File: src/rtl/bullet_if.sv
// ---------------------------------------------------------------------------
// bullet_if
// Purpose : groups the battle-box control inputs and the per-slot bullet
//           outputs of the enemy-projectile generator into one bundle.
// Signals : index1/index2   pattern select per slot (3 bits)
//           isRun           battle active
//           isCollide       heart hit any bullet (level, sampled on clk)
//           position1/2     {x[15:8], y[7:0]} top-left corner
//           size1/2         {w[15:8], h[7:0]}
//           color1/2        000 white, 001 green, 010 blue
//           isRender1/2     slot visible and harmful
// Modports: master drives the controls and observes the bullets;
//           slave is the generator side.
// ---------------------------------------------------------------------------
interface bullet_if;
    logic [2:0]  index1;
    logic [2:0]  index2;
    logic        isRun;
    logic        isCollide;
    logic [15:0] position1;
    logic [15:0] size1;
    logic [2:0]  color1;
    logic        isRender1;
    logic [15:0] position2;
    logic [15:0] size2;
    logic [2:0]  color2;
    logic        isRender2;

    modport master (
        output index1, index2, isRun, isCollide,
        input  position1, size1, color1, isRender1,
        input  position2, size2, color2, isRender2
    );

    modport slave (
        input  index1, index2, isRun, isCollide,
        output position1, size1, color1, isRender1,
        output position2, size2, color2, isRender2
    );
endinterface

File: src/rtl/bullet.sv
// ---------------------------------------------------------------------------
// bullet
// Purpose : enemy-projectile generator for the battle box. Two independent
//           bullet slots, each following a motion pattern chosen by a 3-bit
//           index. Motion advances on a prescaled tick while the battle runs;
//           a heart collision hides the live bullets and respawns them after
//           RESPAWN_TICKS ticks.
// Ports   : clk    system clock, rising edge
//           rst_n  asynchronous active-low reset
//           bus    bullet_if.slave (controls in, per-slot bullet outputs)
// ---------------------------------------------------------------------------
module bullet #(
    parameter int TICK_DIV      = 4,
    parameter int X0            = 40,
    parameter int X1            = 200,
    parameter int Y0            = 40,
    parameter int Y1            = 200,
    parameter int OFFSET2       = 40,
    parameter int RESPAWN_TICKS = 2
) (
    input  logic     clk,
    input  logic     rst_n,
    bullet_if.slave  bus
);

    localparam int CW = (TICK_DIV > 1) ? $clog2(TICK_DIV) : 1;

    localparam logic [7:0] BX0  = 8'(X0);
    localparam logic [7:0] BX1  = 8'(X1);
    localparam logic [7:0] BY0  = 8'(Y0);
    localparam logic [7:0] BOFF = 8'(OFFSET2);

    localparam logic signed [8:0] SX0 = 9'(X0);
    localparam logic signed [8:0] SX1 = 9'(X1);
    localparam logic signed [8:0] SY0 = 9'(Y0);
    localparam logic signed [8:0] SY1 = 9'(Y1);

    typedef enum logic [1:0] {
        S_IDLE,
        S_ACTIVE,
        S_HIDDEN
    } state_t;

    // vx/vy are 3-bit two's complement velocities per tick
    typedef struct packed {
        logic       valid;
        logic       bounce;
        logic [7:0] x;
        logic [7:0] y;
        logic [7:0] w;
        logic [7:0] h;
        logic [2:0] color;
        logic [2:0] vx;
        logic [2:0] vy;
    } pat_t;

    function automatic pat_t pattern_lookup(input logic [2:0] idx, input logic slot2);
        pat_t p;
        p = '0;
        case (idx)
            3'd0: begin
                p.valid = 1'b1; p.x = BX0;         p.y = BY0 + 8'd16;
                p.w = 8'd8;     p.h = 8'd8;        p.color = 3'b000;
                p.vx = 3'd1;    p.vy = 3'd0;
            end
            3'd1: begin
                p.valid = 1'b1; p.x = BX0 + 8'd32; p.y = BY0;
                p.w = 8'd16;    p.h = 8'd4;        p.color = 3'b001;
                p.vx = 3'd0;    p.vy = 3'd1;
            end
            3'd2: begin
                p.valid = 1'b1; p.x = BX0;         p.y = BY0;
                p.w = 8'd6;     p.h = 8'd6;        p.color = 3'b000;
                p.vx = 3'd1;    p.vy = 3'd1;
            end
            3'd3: begin
                p.valid = 1'b1; p.x = BX1 - 8'd4;  p.y = BY0;
                p.w = 8'd4;     p.h = 8'd32;       p.color = 3'b010;
                p.vx = 3'b110;  p.vy = 3'd0;
            end
            3'd4: begin
                p.valid = 1'b1; p.x = BX0 + 8'd64; p.y = BY0;
                p.w = 8'd8;     p.h = 8'd8;        p.color = 3'b000;
                p.vx = 3'd0;    p.vy = 3'd2;       p.bounce = 1'b1;
            end
            default: ;
        endcase
        // slot 2 is offset perpendicular to its direction of motion
        if (slot2 && p.valid) begin
            if (idx == 3'd0 || idx == 3'd3) p.y = p.y + BOFF;
            else                            p.x = p.x + BOFF;
        end
        return p;
    endfunction

    // {valid, spawn x, spawn y} of a pattern
    function automatic logic [16:0] spawn_of(input logic [2:0] idx, input logic slot2);
        pat_t p;
        p = pattern_lookup(idx, slot2);
        return {p.valid, p.x, p.y};
    endfunction

    // ---------------------------------------------------------------- tick
    logic [CW-1:0] r_tick_cnt;
    logic          w_tick;

    assign w_tick = bus.isRun && (r_tick_cnt == CW'(TICK_DIV - 1));

    always_ff @(posedge clk or negedge rst_n) begin
        if (!rst_n)                      r_tick_cnt <= '0;
        else if (!bus.isRun || w_tick)   r_tick_cnt <= '0;
        else                             r_tick_cnt <= r_tick_cnt + 1'b1;
    end

    // ---------------------------------------------------------------- slots
    logic [2:0]  w_index  [2];
    logic [15:0] w_pos    [2];
    logic [15:0] w_size   [2];
    logic [2:0]  w_color  [2];
    logic        w_render [2];

    assign w_index[0] = bus.index1;
    assign w_index[1] = bus.index2;

    for (genvar s = 0; s < 2; s++) begin : g_slot
        localparam logic SLOT2 = (s == 1);

        state_t            r_state, w_state_nxt;
        logic [2:0]        r_idx,   w_idx_nxt;
        logic [7:0]        r_x,     w_x_nxt;
        logic [7:0]        r_y,     w_y_nxt;
        logic              r_down,  w_down_nxt;
        logic              r_render, w_render_nxt;
        logic [7:0]        r_rcnt,  w_rcnt_nxt;

        pat_t              w_cur;
        logic [16:0]       w_new;
        logic signed [8:0] w_vy;
        logic signed [8:0] w_mx;
        logic signed [8:0] w_my;
        logic [7:0]        w_by;
        logic              w_leave;
        logic              w_turn;

        assign w_cur = pattern_lookup(r_idx, SLOT2);
        assign w_new = spawn_of(w_index[s], SLOT2);

        // candidate move; w_by is the reversed step used when a bouncer turns
        always_comb begin
            w_vy = $signed({{6{w_cur.vy[2]}}, w_cur.vy});
            if (r_down) w_vy = -w_vy;
            w_mx = $signed({1'b0, r_x}) + $signed({{6{w_cur.vx[2]}}, w_cur.vx});
            w_my = $signed({1'b0, r_y}) + w_vy;
            w_by = r_y - w_vy[7:0];
            w_leave = (w_mx < SX0) || (w_mx + $signed({1'b0, w_cur.w}) > SX1) ||
                      (w_my < SY0) || (w_my + $signed({1'b0, w_cur.h}) > SY1);
            w_turn  = (w_my < SY0) || (w_my > SY1 - $signed({1'b0, w_cur.h}));
        end

        always_comb begin
            w_state_nxt  = r_state;
            w_idx_nxt    = r_idx;
            w_x_nxt      = r_x;
            w_y_nxt      = r_y;
            w_down_nxt   = r_down;
            w_render_nxt = r_render;
            w_rcnt_nxt   = r_rcnt;

            if (!bus.isRun) begin
                w_state_nxt  = S_IDLE;
                w_render_nxt = 1'b0;
                w_rcnt_nxt   = '0;
            end else if (w_index[s] != r_idx) begin
                w_idx_nxt  = w_index[s];
                w_rcnt_nxt = '0;
                w_down_nxt = 1'b0;
                if (w_new[16]) begin
                    w_state_nxt  = S_ACTIVE;
                    w_x_nxt      = w_new[15:8];
                    w_y_nxt      = w_new[7:0];
                    w_render_nxt = 1'b1;
                end else begin
                    w_state_nxt  = S_IDLE;
                    w_x_nxt      = '0;
                    w_y_nxt      = '0;
                    w_render_nxt = 1'b0;
                end
            end else begin
                case (r_state)
                    S_IDLE: begin
                        if (w_cur.valid) begin
                            w_state_nxt  = S_ACTIVE;
                            w_x_nxt      = w_cur.x;
                            w_y_nxt      = w_cur.y;
                            w_down_nxt   = 1'b0;
                            w_render_nxt = 1'b1;
                            w_rcnt_nxt   = '0;
                        end
                    end
                    S_ACTIVE: begin
                        if (bus.isCollide) begin
                            w_state_nxt  = S_HIDDEN;
                            w_x_nxt      = w_cur.x;
                            w_y_nxt      = w_cur.y;
                            w_down_nxt   = 1'b0;
                            w_render_nxt = 1'b0;
                            w_rcnt_nxt   = '0;
                        end else if (w_tick) begin
                            if (w_cur.bounce) begin
                                w_x_nxt = w_mx[7:0];
                                if (w_turn) begin
                                    w_y_nxt    = w_by;
                                    w_down_nxt = !r_down;
                                end else begin
                                    w_y_nxt = w_my[7:0];
                                end
                            end else if (w_leave) begin
                                w_x_nxt = w_cur.x;
                                w_y_nxt = w_cur.y;
                            end else begin
                                w_x_nxt = w_mx[7:0];
                                w_y_nxt = w_my[7:0];
                            end
                        end
                    end
                    S_HIDDEN: begin
                        if (w_tick) begin
                            if (r_rcnt == 8'(RESPAWN_TICKS - 1)) begin
                                w_state_nxt  = S_ACTIVE;
                                w_render_nxt = 1'b1;
                                w_rcnt_nxt   = '0;
                            end else begin
                                w_rcnt_nxt = r_rcnt + 8'd1;
                            end
                        end
                    end
                    default: w_state_nxt = S_IDLE;
                endcase
            end
        end

        // latched index resets to a disabled pattern so size/colour read 0
        // in reset and the first valid index is taken as an index change
        always_ff @(posedge clk or negedge rst_n) begin
            if (!rst_n) begin
                r_state  <= S_IDLE;
                r_idx    <= 3'd7;
                r_x      <= '0;
                r_y      <= '0;
                r_down   <= 1'b0;
                r_render <= 1'b0;
                r_rcnt   <= '0;
            end else begin
                r_state  <= w_state_nxt;
                r_idx    <= w_idx_nxt;
                r_x      <= w_x_nxt;
                r_y      <= w_y_nxt;
                r_down   <= w_down_nxt;
                r_render <= w_render_nxt;
                r_rcnt   <= w_rcnt_nxt;
            end
        end

        assign w_pos[s]    = {r_x, r_y};
        assign w_size[s]   = {w_cur.w, w_cur.h};
        assign w_color[s]  = w_cur.color;
        assign w_render[s] = r_render;
    end

    assign bus.position1 = w_pos[0];
    assign bus.size1     = w_size[0];
    assign bus.color1    = w_color[0];
    assign bus.isRender1 = w_render[0];
    assign bus.position2 = w_pos[1];
    assign bus.size2     = w_size[1];
    assign bus.color2    = w_color[1];
    assign bus.isRender2 = w_render[1];

endmodule

File: src/flat_wrapper.sv
// flat-port wrapper written by rule: the top's interface ports become plain ports
module bullet_flat 
#(
    parameter int TICK_DIV      = 4,
    parameter int X0            = 40,
    parameter int X1            = 200,
    parameter int Y0            = 40,
    parameter int Y1            = 200,
    parameter int OFFSET2       = 40,
    parameter int RESPAWN_TICKS = 2
)
  (clk, rst_n, bus_index1, bus_index2, bus_isRun, bus_isCollide, bus_position1, bus_size1, bus_color1, bus_isRender1, bus_position2, bus_size2, bus_color2, bus_isRender2);
  bullet_if bus_i ();
  input  logic clk;
  input  logic rst_n;
  input wire logic [$bits(bus_i.index1)-1:0] bus_index1;
  input wire logic [$bits(bus_i.index2)-1:0] bus_index2;
  input wire logic [$bits(bus_i.isRun)-1:0] bus_isRun;
  input wire logic [$bits(bus_i.isCollide)-1:0] bus_isCollide;
  output wire logic [$bits(bus_i.position1)-1:0] bus_position1;
  output wire logic [$bits(bus_i.size1)-1:0] bus_size1;
  output wire logic [$bits(bus_i.color1)-1:0] bus_color1;
  output wire logic [$bits(bus_i.isRender1)-1:0] bus_isRender1;
  output wire logic [$bits(bus_i.position2)-1:0] bus_position2;
  output wire logic [$bits(bus_i.size2)-1:0] bus_size2;
  output wire logic [$bits(bus_i.color2)-1:0] bus_color2;
  output wire logic [$bits(bus_i.isRender2)-1:0] bus_isRender2;
  assign bus_i.index1 = bus_index1;
  assign bus_i.index2 = bus_index2;
  assign bus_i.isRun = bus_isRun;
  assign bus_i.isCollide = bus_isCollide;
  assign bus_position1 = bus_i.position1;
  assign bus_size1 = bus_i.size1;
  assign bus_color1 = bus_i.color1;
  assign bus_isRender1 = bus_i.isRender1;
  assign bus_position2 = bus_i.position2;
  assign bus_size2 = bus_i.size2;
  assign bus_color2 = bus_i.color2;
  assign bus_isRender2 = bus_i.isRender2;
  bullet #(.TICK_DIV(TICK_DIV), .X0(X0), .X1(X1), .Y0(Y0), .Y1(Y1), .OFFSET2(OFFSET2), .RESPAWN_TICKS(RESPAWN_TICKS)) u_core (.clk(clk), .rst_n(rst_n), .bus(bus_i));
endmodule
File: config.mk
export PLATFORM = sky130hd
export DESIGN_NAME = bullet_flat
export DESIGN_NICKNAME = d
export VERILOG_FILES = /design/src/rtl/bullet_if.sv /design/src/rtl/bullet.sv /design/src/flat_wrapper.sv
export SDC_FILE = /design/constraint.sdc
export NUM_CORES = 1
export LEC_CHECK = 0
export ABC_CLOCK_PERIOD_IN_PS = 6200
export CORE_MARGIN = 8
export CORE_UTILIZATION = 52
export CTS_CLUSTER_SIZE = 40
export DETAILED_ROUTE_END_ITERATION = 10
export MAX_ROUTING_LAYER = met4
export PLACE_DENSITY = 0.77
export SYNTH_ARGS = -nofsm -noshare
export SYNTH_HDL_FRONTEND = slang
export SYNTH_SLANG_ARGS = --single-unit
File: constraint.sdc
create_clock -name clk -period 6.2 [get_ports clk]
set_clock_uncertainty 0.15 [all_clocks]
set_input_delay 1.24 -clock clk [delete_from_list [all_inputs] [get_ports clk]]
set_output_delay 1.24 -clock clk [all_outputs]
set_load 0.02 [all_outputs]
======== Word level (Yosys, flattened, before mapping) ========
Cells that the tools add are included.
word-level totals
  register bits ........................... 64
  bits in latches ......................... 0
  memory bits (writable) .................. 0
  memory bits (read-only) ................. 0
  output and inout bits ................... 72
  memories kept ........................... 0
operators by class
  add/subtract/negate cells ............... 21
  $mul .................................... 0
  divide/modulo/power cells ............... 0
  magnitude comparators ................... 10
  equality and inequality tests ........... 43
  shift-type cells ........................ 0
  multiplexer cells ....................... 109
  bitwise gates (word level) .............. 0
  reduce and logical (&&, ||, !) cells .... 39
operator list
  operator             number
  $pmux 41 s5          4
  $mux 8               45
  $pmux 8 s2           4
  $add 9x9->9          6
  $ne 4x2->1 const B   12
  $pmux 8 s3           2
  $gt 9x9->1 const B   4
  $lt 9x7->1 const B   4
  $mux 1               33
  $add 8x6->8 const B  4
  $eq 3x2->1 const B   8
  $mux 2               12
  $reduce_and 4->1     6
  $reduce_or 5->1      4
  $add 9x3->9          2
  $gt 9x9->1           2
  $mux 9               2
  $neg 3->9            2
  $sub 8x8->9 const A  2
  $add 8x1->8 const B  2
  $eq 8x1->1 const B   2
  $mux 16              1
  $sub 8x8->8          2
  $eq 3x1->1 const B   4
  other kinds (20)     53

======== Depth between registers and ports, before layout ========
Gate-level depths: netlist of run 1.
  depth after elaboration ................. 14
  gate-level depth with buffers ........... 25
  gate-level depth less buffers ........... 23

======== Worst setup path before layout of run 1 ========
No wires, ideal clock.
  kind .................................... reg-to-reg
  from .................................... reg u_core.g_slot[1].r_idx[0]
  to ...................................... reg u_core.g_slot[1].r_x[3]
  data arrival time ....................... 5.680 ns
  setup slack ............................. 0.243 ns
  cell stages (with the launch flop) ...... 23
  path buffers ............................ 2
  clock period less this slack ............ 5.957 ns
  cells stage by stage .................... dfstp_2 -> clkbuf_1 -> or2_2 -> inv_1 -> and2_1 -> clkbuf_1 -> clkinv_1 -> ha_1 -> nand2_1 -> o21ai_0 -> ha_1 -> a211oi_1 -> nor3_1 -> or2_2 -> ha_1 -> a21oi_1 -> nand2_1 -> nor4b_1 -> a211oi_2 -> a2111oi_4 -> and2_4 -> a211oi_2 -> a221o_1
between the ends
  elaborated cells on any way between the ends .. 38
  classes of those cells .................. add/sub (6); order compare (4); eq/ne (7); mux (13); reduce/logical (8)
RTL lines
  item                                      line                source
  start, declared                           bullet.sv:129       logic [2:0] r_idx, w_idx_nxt;
  start signal, assigned                    bullet.sv:255       r_idx <= w_idx_nxt;
  $eq 3x3->1, or another cell as far along  bullet.sv:60        case (idx)
  $pmux 41 s5 *                             bullet.sv:60
  named net bus_size2[3]                    flat_wrapper.sv:25  output wire logic [$bits(bus_i.size2)-1:0] bus_size2;
  $add 9x9->9 *                             bullet.sv:156       (w_my < SY0) || (w_my + $signed({1'b0, w_cur.h}) > SY1);
  $gt 9x9->1 *                              bullet.sv:156
  $logic_or 1x1->1 *                        bullet.sv:156
  $mux 8 *                                  bullet.sv:217       end else if (w_leave) begin
  $mux 8 *                                  bullet.sv:209       if (w_cur.bounce) begin
  $mux 8 *                                  bullet.sv:208       end else if (w_tick) begin
  $mux 8 *                                  bullet.sv:201       if (bus.isCollide) begin
  $pmux 8 s2 *                              bullet.sv:189       case (r_state)
  $mux 8 *                                  bullet.sv:173       end else if (w_index[s] != r_idx) begin
  end signal, assigned                      bullet.sv:256       r_x <= w_x_nxt;
  end, declared                             bullet.sv:130       logic [7:0] r_x, w_x_nxt;
Mark *: on every way through the listed nets, which the timed path passes. The rest lies on a longest branch. The select of a mux whose other input is x is not followed.
A chain may end at the register's enable or synchronous reset.

======== Worst setup path in the final report of run 1 ========
  from .................................... reg u_core.g_slot[1].r_idx[1]
  to ...................................... reg u_core.g_slot[1].r_x[3]
between the ends
  word-level cells in the longest chain between the ends .. 14
  elaborated cells on any way between the ends .. 38
  classes of those cells .................. add/sub (6); order compare (4); eq/ne (7); mux (13); reduce/logical (8)
RTL lines
  item                                                   line
  $eq 3x3->1, or another cell as far along               bullet.sv:60
  $pmux 41 s5                                            bullet.sv:60
  $neg 3->9 / $add 9x3->9 (equally long branches)        bullet.sv:151, bullet.sv:152
  $mux 9 / $add 9x9->9 (equally long branches)           bullet.sv:151, bullet.sv:155
  $add 9x9->9 / $gt 9x9->1 (equally long branches)       bullet.sv:153, bullet.sv:155
  $add 9x9->9, or another cell as far along              bullet.sv:156
  $gt 9x9->1 / $logic_or 1x1->1 (equally long branches)  bullet.sv:156, bullet.sv:155
  $logic_or 1x1->1                                       bullet.sv:156
  $mux 8                                                 bullet.sv:217
  $mux 8                                                 bullet.sv:209
  $mux 8                                                 bullet.sv:208
  $mux 8                                                 bullet.sv:201
  $pmux 8 s2                                             bullet.sv:189
  $mux 8                                                 bullet.sv:173
Several ways; a longest one is shown, not always the timed one. The select of a mux whose other input is x is not followed.

==> results.md, run 1 <==
- Outcome: finished clean
- Sequential cell area: 1609 um^2
- Core area: 14980 um^2
- Type of origin of the critical path: flop
- Die ar.: 19260 um^2
- # diodes: 0
- Clock Latency Late Sink: 0.34 ns
- Post-CTS Hold Buffers: 0
- Vias in the first global route: 7034
- DP HPWL: 15.85 mm
- Tightest Hold Check Type: flop to flop
- First-pass GRT wire length: 34.19 mm
- # port buffers: 63
- Synth cell types: 92
- Grt ovf: 0
- Global-route met1 utilization: 27.30%
- Worst IR Drop VDD: 0.1293 mV
- Top FF cell, synth: dfrtp_1
- Synthesized area: 7839 um^2
- Post-synthesis register bit count: 64
- Root Driver: clkbuf_16
- Worst Setup End Kind: flop
- Mean number of vias per cell: 6.144
- Clock buffer depth: 2
- Sequential Power Share: 25.4%
- Mapped Cells: 954
- Ys async rst share: 100.0%
- Mean routed wirelength per cell: 17.18 um
- Total GRT Usage: 21.48%
- Top Usage Layer GRT: met2
- Synthesis-to-finish area growth: 12.93%
- Fin crit share: 95.30%
- Nets: 1123
- Initial antenna violation count: 0
- Number of synthesized flops with an enable pin: 0
- Net Sw Frac: 42.40%
- Worst slew margin: 36.29%
- Setup TNS: 0 ns
- Inserted Clock Buffers: 9
- Synth Area per Inst: 8.217 um^2
- # IOs: 82
- Comb power frac: 50.9%
- Register area share after synthesis: 20.53%
- Core Rows: 45
- Final Wtd Congestion: 0.9411
- Filler cells: 1350
- Clk pin slew, worst setup/hold paths: 0.05 ns
- Simple-gate share of the synthesized area: 20.83%
- Clock Power Share: 23.7%
- Layout cells sized above 1: 7.944%
- Drt drc: 0
- Pwr dens: 225.4 nW/um^2
- Synth warn: 0
- Final setup viols: 0
- Sw power: 846.1 uW
- Largest family of logic cells by synthesized area: compound AO/OA/AOI/OAI gates
- Area of the multi-input gates: 5776 um^2
- Post-route antenna net violation count: 0
- CTS sink cnt: 64
- P_int: 1.149 mW
- Die X: 138.8 um
- Kind of critical path: flop to flop
- Global routing usage on met3: 3.236%
- CTS H-Tree Depth: 3
- Starting Density: 52.34%
- Final Hold Fails: 0
- Req. time, crit path: 6.27 ns
- Synth Area in Compound Gates: 25.12%
- Final-report max-slew violation count: 0
- Die height: 138.8 um
- CP Max Fanout: 13
- Worst slew pin tran: 0.9526 ns
- Vias: 7342
- Starting DRT DRC Count: 572
- Post-Synth Adder-Cell Area: 18.77%
- LEAKAGE: 3.916 nW
- Crit path DAT: 5.98 ns
- Clock period minus worst slack: 5.909 ns
- Max-cap viol count: 0
- Mux cell area share after synthesis: 2.283%
- Post-synthesis xor/xnor area fraction: 5.363%
- Hold_ws: 0.2898 ns
- M2 GR Usage: 34.75%
- RSZ-0062 raised after global routing: no
- Fmax: 169.2 MHz
- CTS tree: built
- Drt total wl: 20.53 mm
- Drt first pass iters: 5
- Largest net degree at the start of global routing: 65
[power by group through the flow]
stage	sequential (mW)	clock, mW	combinational, mW
4_1_cts	0.506	0.478	0.993
6_report	0.508	0.472	1.02
3_3_place_gp	0.512	0	0.973
5_1_grt	0.511	0.494	1.11
3_5_place_dp	0.513	0	0.987
2_1_floorplan	0.522	0	0.705
[through the flow]
step	std cells	power (mW)	util (%)	area, um^2	setup WS, ns
detailed placement	1179	1.500	57.10	8552	0.3501
finish	1195	1.995	59.11	8852	0.2913
floorplan	972	1.227	-	7906	0.2434
CTS	1194	1.977	58.92	8825	0.3275
global route	1195	2.118	59.11	8852	0.04396
global placement	1179	1.486	57.10	8552	0.5263
[flip-flops by register name, indices dropped and copies added (netlist names)]
name                   flops
u_core.r_tick_cnt          2
u_core.g_slot.r_rcnt      16
u_core.g_slot.r_down       2
u_core.g_slot.r_state      4
u_core.bus.isRender1       1
u_core.g_slot.r_y         16
u_core.g_slot.r_idx        6
u_core.g_slot.r_x         16
u_core.bus.isRender2       1
[placed cells by master (no fill, tap or decap), types with 12 or more instances in the layout]
master           synthesis  final
nand3_1                 32     32
a21oi_1                 57     57
inv_1                   60     60
ha_1                   100    100
nand2_1                 56     56
xor2_1                  17     17
o21ai_0                 57     57
nor2b_1                 24     24
buf_4                   26     14
o21bai_1                13     13
xnor2_1                 31     30
nor3_1                  27     27
nor2_1                  80     80
clkdlybuf4s50_1          0     62
a22o_1                  12     12
nand2b_1                17     17
dfrtp_1                 58     58
conb_1                   2     20
[cell families (layout without fill, tap and decap cells)]
| logic type | after synthesis | count (layout) |
|---|---|---|
| flip-flops | 64 | 64 |
| buffers and inverters | 119 | 153 |
| multiplexers | 17 | 17 |
| adder cells (fa/ha/maj) | 112 | 112 |
| AO/OA/AOI/OAI | 275 | 276 |
| AND/OR/NAND/NOR | 317 | 317 |
| XOR/XNOR | 48 | 48 |
| other | 2 | 20 |
[metal layers]
metal | vias to the layer above | share of wire (%)
met1 | 3478 | 46
met3 | 36 | 5.8
met4 | 0 | 1.9
met2 | 259 | 46
li1 | 3569 | -
met5 | - | 0
[cell type report]
cell class	instances	area share (%)
Tap cell	188	2.657
Sequential cell	64	18.18
Clock inverter	5	0.3816
Inverter	61	2.587
Multi-Input combinational cell	790	65.24
Timing Repair Buffer	77	8.254
Clock buffer	10	2.700
[final timing paths]
check                                             endpoint  cells past startpoint                       from  slack, ns
worst min-delay path                  u_core.r_tick_cnt[0]                      1       u_core.r_tick_cnt[0]       0.29
worst min register to register        u_core.r_tick_cnt[0]                      1       u_core.r_tick_cnt[0]       0.29
max in group asynchronous       u_core.g_slot[1].r_rcnt[3]                      2                      rst_n       4.39
worst max-delay path               u_core.g_slot[1].r_x[3]                     20  u_core.g_slot[1].r_idx[1]       0.29
min in group asynchronous          u_core.g_slot[0].r_y[1]                      2                      rst_n       0.94
worst max register to register     u_core.g_slot[1].r_x[3]                     20  u_core.g_slot[1].r_idx[1]       0.29
[cell usage after synthesis, types with 7 or more instances]
cell,n,share of area (%)
nor2_1,80,3.8
o21bai_1,13,1.2
o21ai_0,57,3.6
a21oi_1,57,3.6
nand4_1,8,0.64
nor2b_1,24,1.9
inv_1,60,2.9
fa_1,10,2.6
a22o_1,12,1.3
o31ai_1,11,1.1
or2_2,11,0.88
dfrtp_1,58,19
mux2_2,7,1.0
buf_4,26,2.5
or3_1,7,0.56
nand3_1,32,2.0
a31oi_1,11,0.88
and3_1,11,0.88
nor3_1,27,1.7
and2_1,11,0.88
mux2i_1,10,1.3
xnor2_1,31,3.5
clkbuf_1,27,1.3
a211oi_1,8,0.77
nand2b_1,17,1.4
o21a_1,11,1.1
nand2_1,56,2.7
a21o_1,8,0.77
ha_1,100,16
xor2_1,17,1.9
[worst max-delay path: stages (launching register included)]
cell	delay, ns
dfstp_2	0.43
or2_2	0.34
inv_1	0.33
and2_1	0.21
clkinv_1	0.08
ha_1	0.18
nand2b_1	0.27
ha_1	0.52
nor2b_1	0.29
nor3_1	0.09
or2_2	0.38
ha_1	0.36
a21oi_1	0.11
nor2b_1	0.18
nand3_1	0.10
or4b_1	0.49
a211oi_2	0.39
a2111oi_4	0.19
nor2_1	0.23
nor2_2	0.13
a221o_1	0.35
[what timing repair did]
action                     CTS  global route
setup endpoints to repair    0            14
resized for setup            0             2
setup buffers                0             0
No activity file was read; power rests on OpenSTA's default activity.
==> run 2: changes to the inputs <==
Settings changed: CORE_ASPECT_RATIO set to 2.
==> run 2 against run 1 <==
Worst hold slack barely moved; utilization rose by 1.5 points; via count rose by 3.4%; sequential power rose by 1%; sequential share of layout area fell by 0.26 points; critical path depth rose by 1; largest cell class unchanged; routed wire length rose by 15%; final cell count rose by 1.4%; first-iteration DRC count fell by 36%; combinational power barely moved.
==> results.md, run 2 (same netlist as run 1, synthesis figures left out) <==
- M2 GR Usage: 46.76% (+12 points)
- Die height: 189.6 um (+37%)
- Layout cells sized above 1: 8.751% (+0.81 points)
- Tot Pwr: 2.123 mW (+6.4%)
- Type of origin of the critical path: flop
- Starting DRT DRC Count: 365 (-36%)
- Initial antenna violation count: 0 (unchanged)
- Post-route cell area: 8980 um^2 (+1.4%)
- Final-report max-slew violation count: 0 (unchanged)
- Worst slew pin tran: 0.8926 ns (-0.06004 ns)
- Pwr dens: 236.4 nW/um^2 (+4.9%)
- Root Driver: clkbuf_16
- # port buffers: 63 (unchanged)
- Worst Setup End Kind: flop
- Most common cell after layout, fill and taps aside: ha_1
- Core Rows: 63 (+40%)
- CTS tree: built
- Final Wtd Congestion: 0.9860 (+4.8%)
- Clock Latency Late Sink: 0.33 ns (about the same)
- Vias in the first global route: 7595 (+8.0%)
- Core area: 14820 um^2 (-1.1%)
- CTS H-Tree Depth: 3 (unchanged)
- Outcome: finished clean
- Nets: 1132 (+0.80%)
- Global-route met1 utilization: 22.57% (-4.7 points)
- Synthesis-to-finish area growth: 14.56%
- CTS sink cnt: 64 (unchanged)
- Die X: 102.8 um (-26%)
- Post-route antenna net violation count: 0 (unchanged)
- Most frequent cells in the layout: ha_1 (100), nor2_1 (80), clkdlybuf4s50_1 (62)
- # diodes: 0 (unchanged)
- Crit path DAT: 5.88 ns (-0.10 ns)
- Die ar.: 19500 um^2 (+1.2%)
- Kind of critical path: flop to flop
- Largest net degree at the start of global routing: 65 (unchanged)
- Final Hold Fails: 0 (unchanged)
- Worst IR Drop VDD: 0.1532 mV (+19%)
- Max-cap viol count: 0 (unchanged)
- Clock buffer depth: 2 (unchanged)
- Vias: 7589 (+3.4%)
- Starting Density: 52.90% (+0.56 points)
- Tightest Hold Check Type: flop to flop
- Mean number of vias per cell: 6.262 (+1.9%)
- Req. time, crit path: 6.26 ns (about the same)
- Setup TNS: 0 ns (unchanged)
- First-pass GRT wire length: 37.34 mm (+9.2%)
- Inserted Clock Buffers: 9 (unchanged)
- Final setup viols: 0 (unchanged)
- Largest registers: u_core.g_slot.r_rcnt x16, u_core.g_slot.r_x x16, u_core.g_slot.r_y x16
- Worst slew margin: 40.49% (+4.2 points)
- Clock period minus worst slack: 5.816 ns (-0.09227 ns)
- # IOs: 82 (unchanged)
- Drt first pass iters: 7 (+2)
- RSZ-0062 raised after global routing: no
- Drt drc: 0 (unchanged)
- Total GRT Usage: 25.20% (+3.7 points)
- Drt total wl: 23.63 mm (+15%)
- LEAKAGE: 3.979 nW (+1.6%)
- CP Max Fanout: 15 (+2)
- Fmax: 171.9 MHz (+1.6%)
- Global routing usage on met3: 2.197% (-1.0 points)
- Mean routed wirelength per cell: 19.50 um (+13%)
- Hold_ws: 0.2901 ns (+0.0002410 ns)
- Top Usage Layer GRT: met2
- Clk pin slew, worst setup/hold paths: 0.06 ns (about the same)
- DP Area: 8628 um^2 (+0.89%)
- DP HPWL: 18.73 mm (+18%)
- Fin crit share: 93.81% (-1.5 points)
- Grt ovf: 0 (unchanged)
==> run 2: changes by cell type in the layout (fill, tap and decap cells not counted), sizes merged <==
cell,previous run,this run
bufinv,0,2
buf,15,24
clkinv,4,3
==> run 2: worst paths after layout <==
path                                      startpoint                 endpoint  slack [ns]  depth (start not counted)
setup / recovery           u_core.g_slot[1].r_idx[2]  u_core.g_slot[1].r_x[7]        0.38                         21
hold / removal                  u_core.r_tick_cnt[0]     u_core.r_tick_cnt[0]        0.29                          1
setup reg to reg           u_core.g_slot[1].r_idx[2]  u_core.g_slot[1].r_x[7]        0.38                         21
hold reg to reg                 u_core.r_tick_cnt[0]     u_core.r_tick_cnt[0]        0.29                          1
max in group asynchronous                      rst_n  u_core.g_slot[1].r_y[1]        4.35                          2
min in group asynchronous                      rst_n  u_core.g_slot[0].r_x[4]        0.93                          2
==> run 2: layer usage <==
metal / share of wire (%) / up-vias / wire length [um]
met3: 3.7 / 116 / 882
li1: - / 3574 / -
met5: 0 / - / 0
met4: 7.5 / 0 / 1774
met2: 55 / 276 / 12950
met1: 34 / 3623 / 8029
==> run 2: cell type report <==
class	count	area, um^2
clock inverter	6	92.59
tap	195	244.0
timing repair buffer	86	798.3
fill	1382	5839
multi-input combinational	790	5768
sequential	64	1609
clock buffer	10	239.0
inverter	61	229.0
==> run 2: per-stage QoR <==
stage	setup WS (ns)	util, %	std cells
2_1_floorplan	0.2434	-	972
3_3_place_gp	0.5168	58.22	1195
3_5_place_dp	0.3196	58.22	1195
4_1_cts	0.2960	60.46	1211
5_1_grt	0.04010	60.60	1212
6_report	0.3835	60.60	1212
==> run 2: repair_timing <==
item                                    in CTS  in global routing
setup buffers                                0                  0
endpoints found under the setup margin       0                 14
resized for setup                            0                  1
endpoints found under the hold margin        0                  0
hold buffers                                 0                  0
==> run 2: report_power, final <==
| part | switching (mW) | total [mW] | leakage [nW] | internal [mW] |
|---|---|---|---|---|
| sequential | 0.0574 | 0.513 | 0.838 | 0.456 |
| clock | 0.195 | 0.559 | 0.155 | 0.364 |
| combinational | 0.624 | 1.05 | 2.99 | 0.426 |
| total | 0.877 | 2.12 | 3.98 | 1.25 |
==> run 2: worst max-delay path: stages, from the launching register on <==
cell,delay (ns)
dfstp_2,0.68
nor2_1,0.11
nand2_1,0.11
inv_1,0.11
nor2_1,0.32
ha_1,0.20
nand2b_1,0.25
inv_1,0.20
ha_1,0.26
a211oi_2,0.28
nor3_1,0.11
or2_2,0.38
ha_1,0.36
a21oi_1,0.12
nor2b_1,0.17
nand3_1,0.10
or4b_1,0.49
a211oi_2,0.39
a2111oi_4,0.19
o21ai_4,0.25
mux2i_1,0.12
a221o_1,0.35
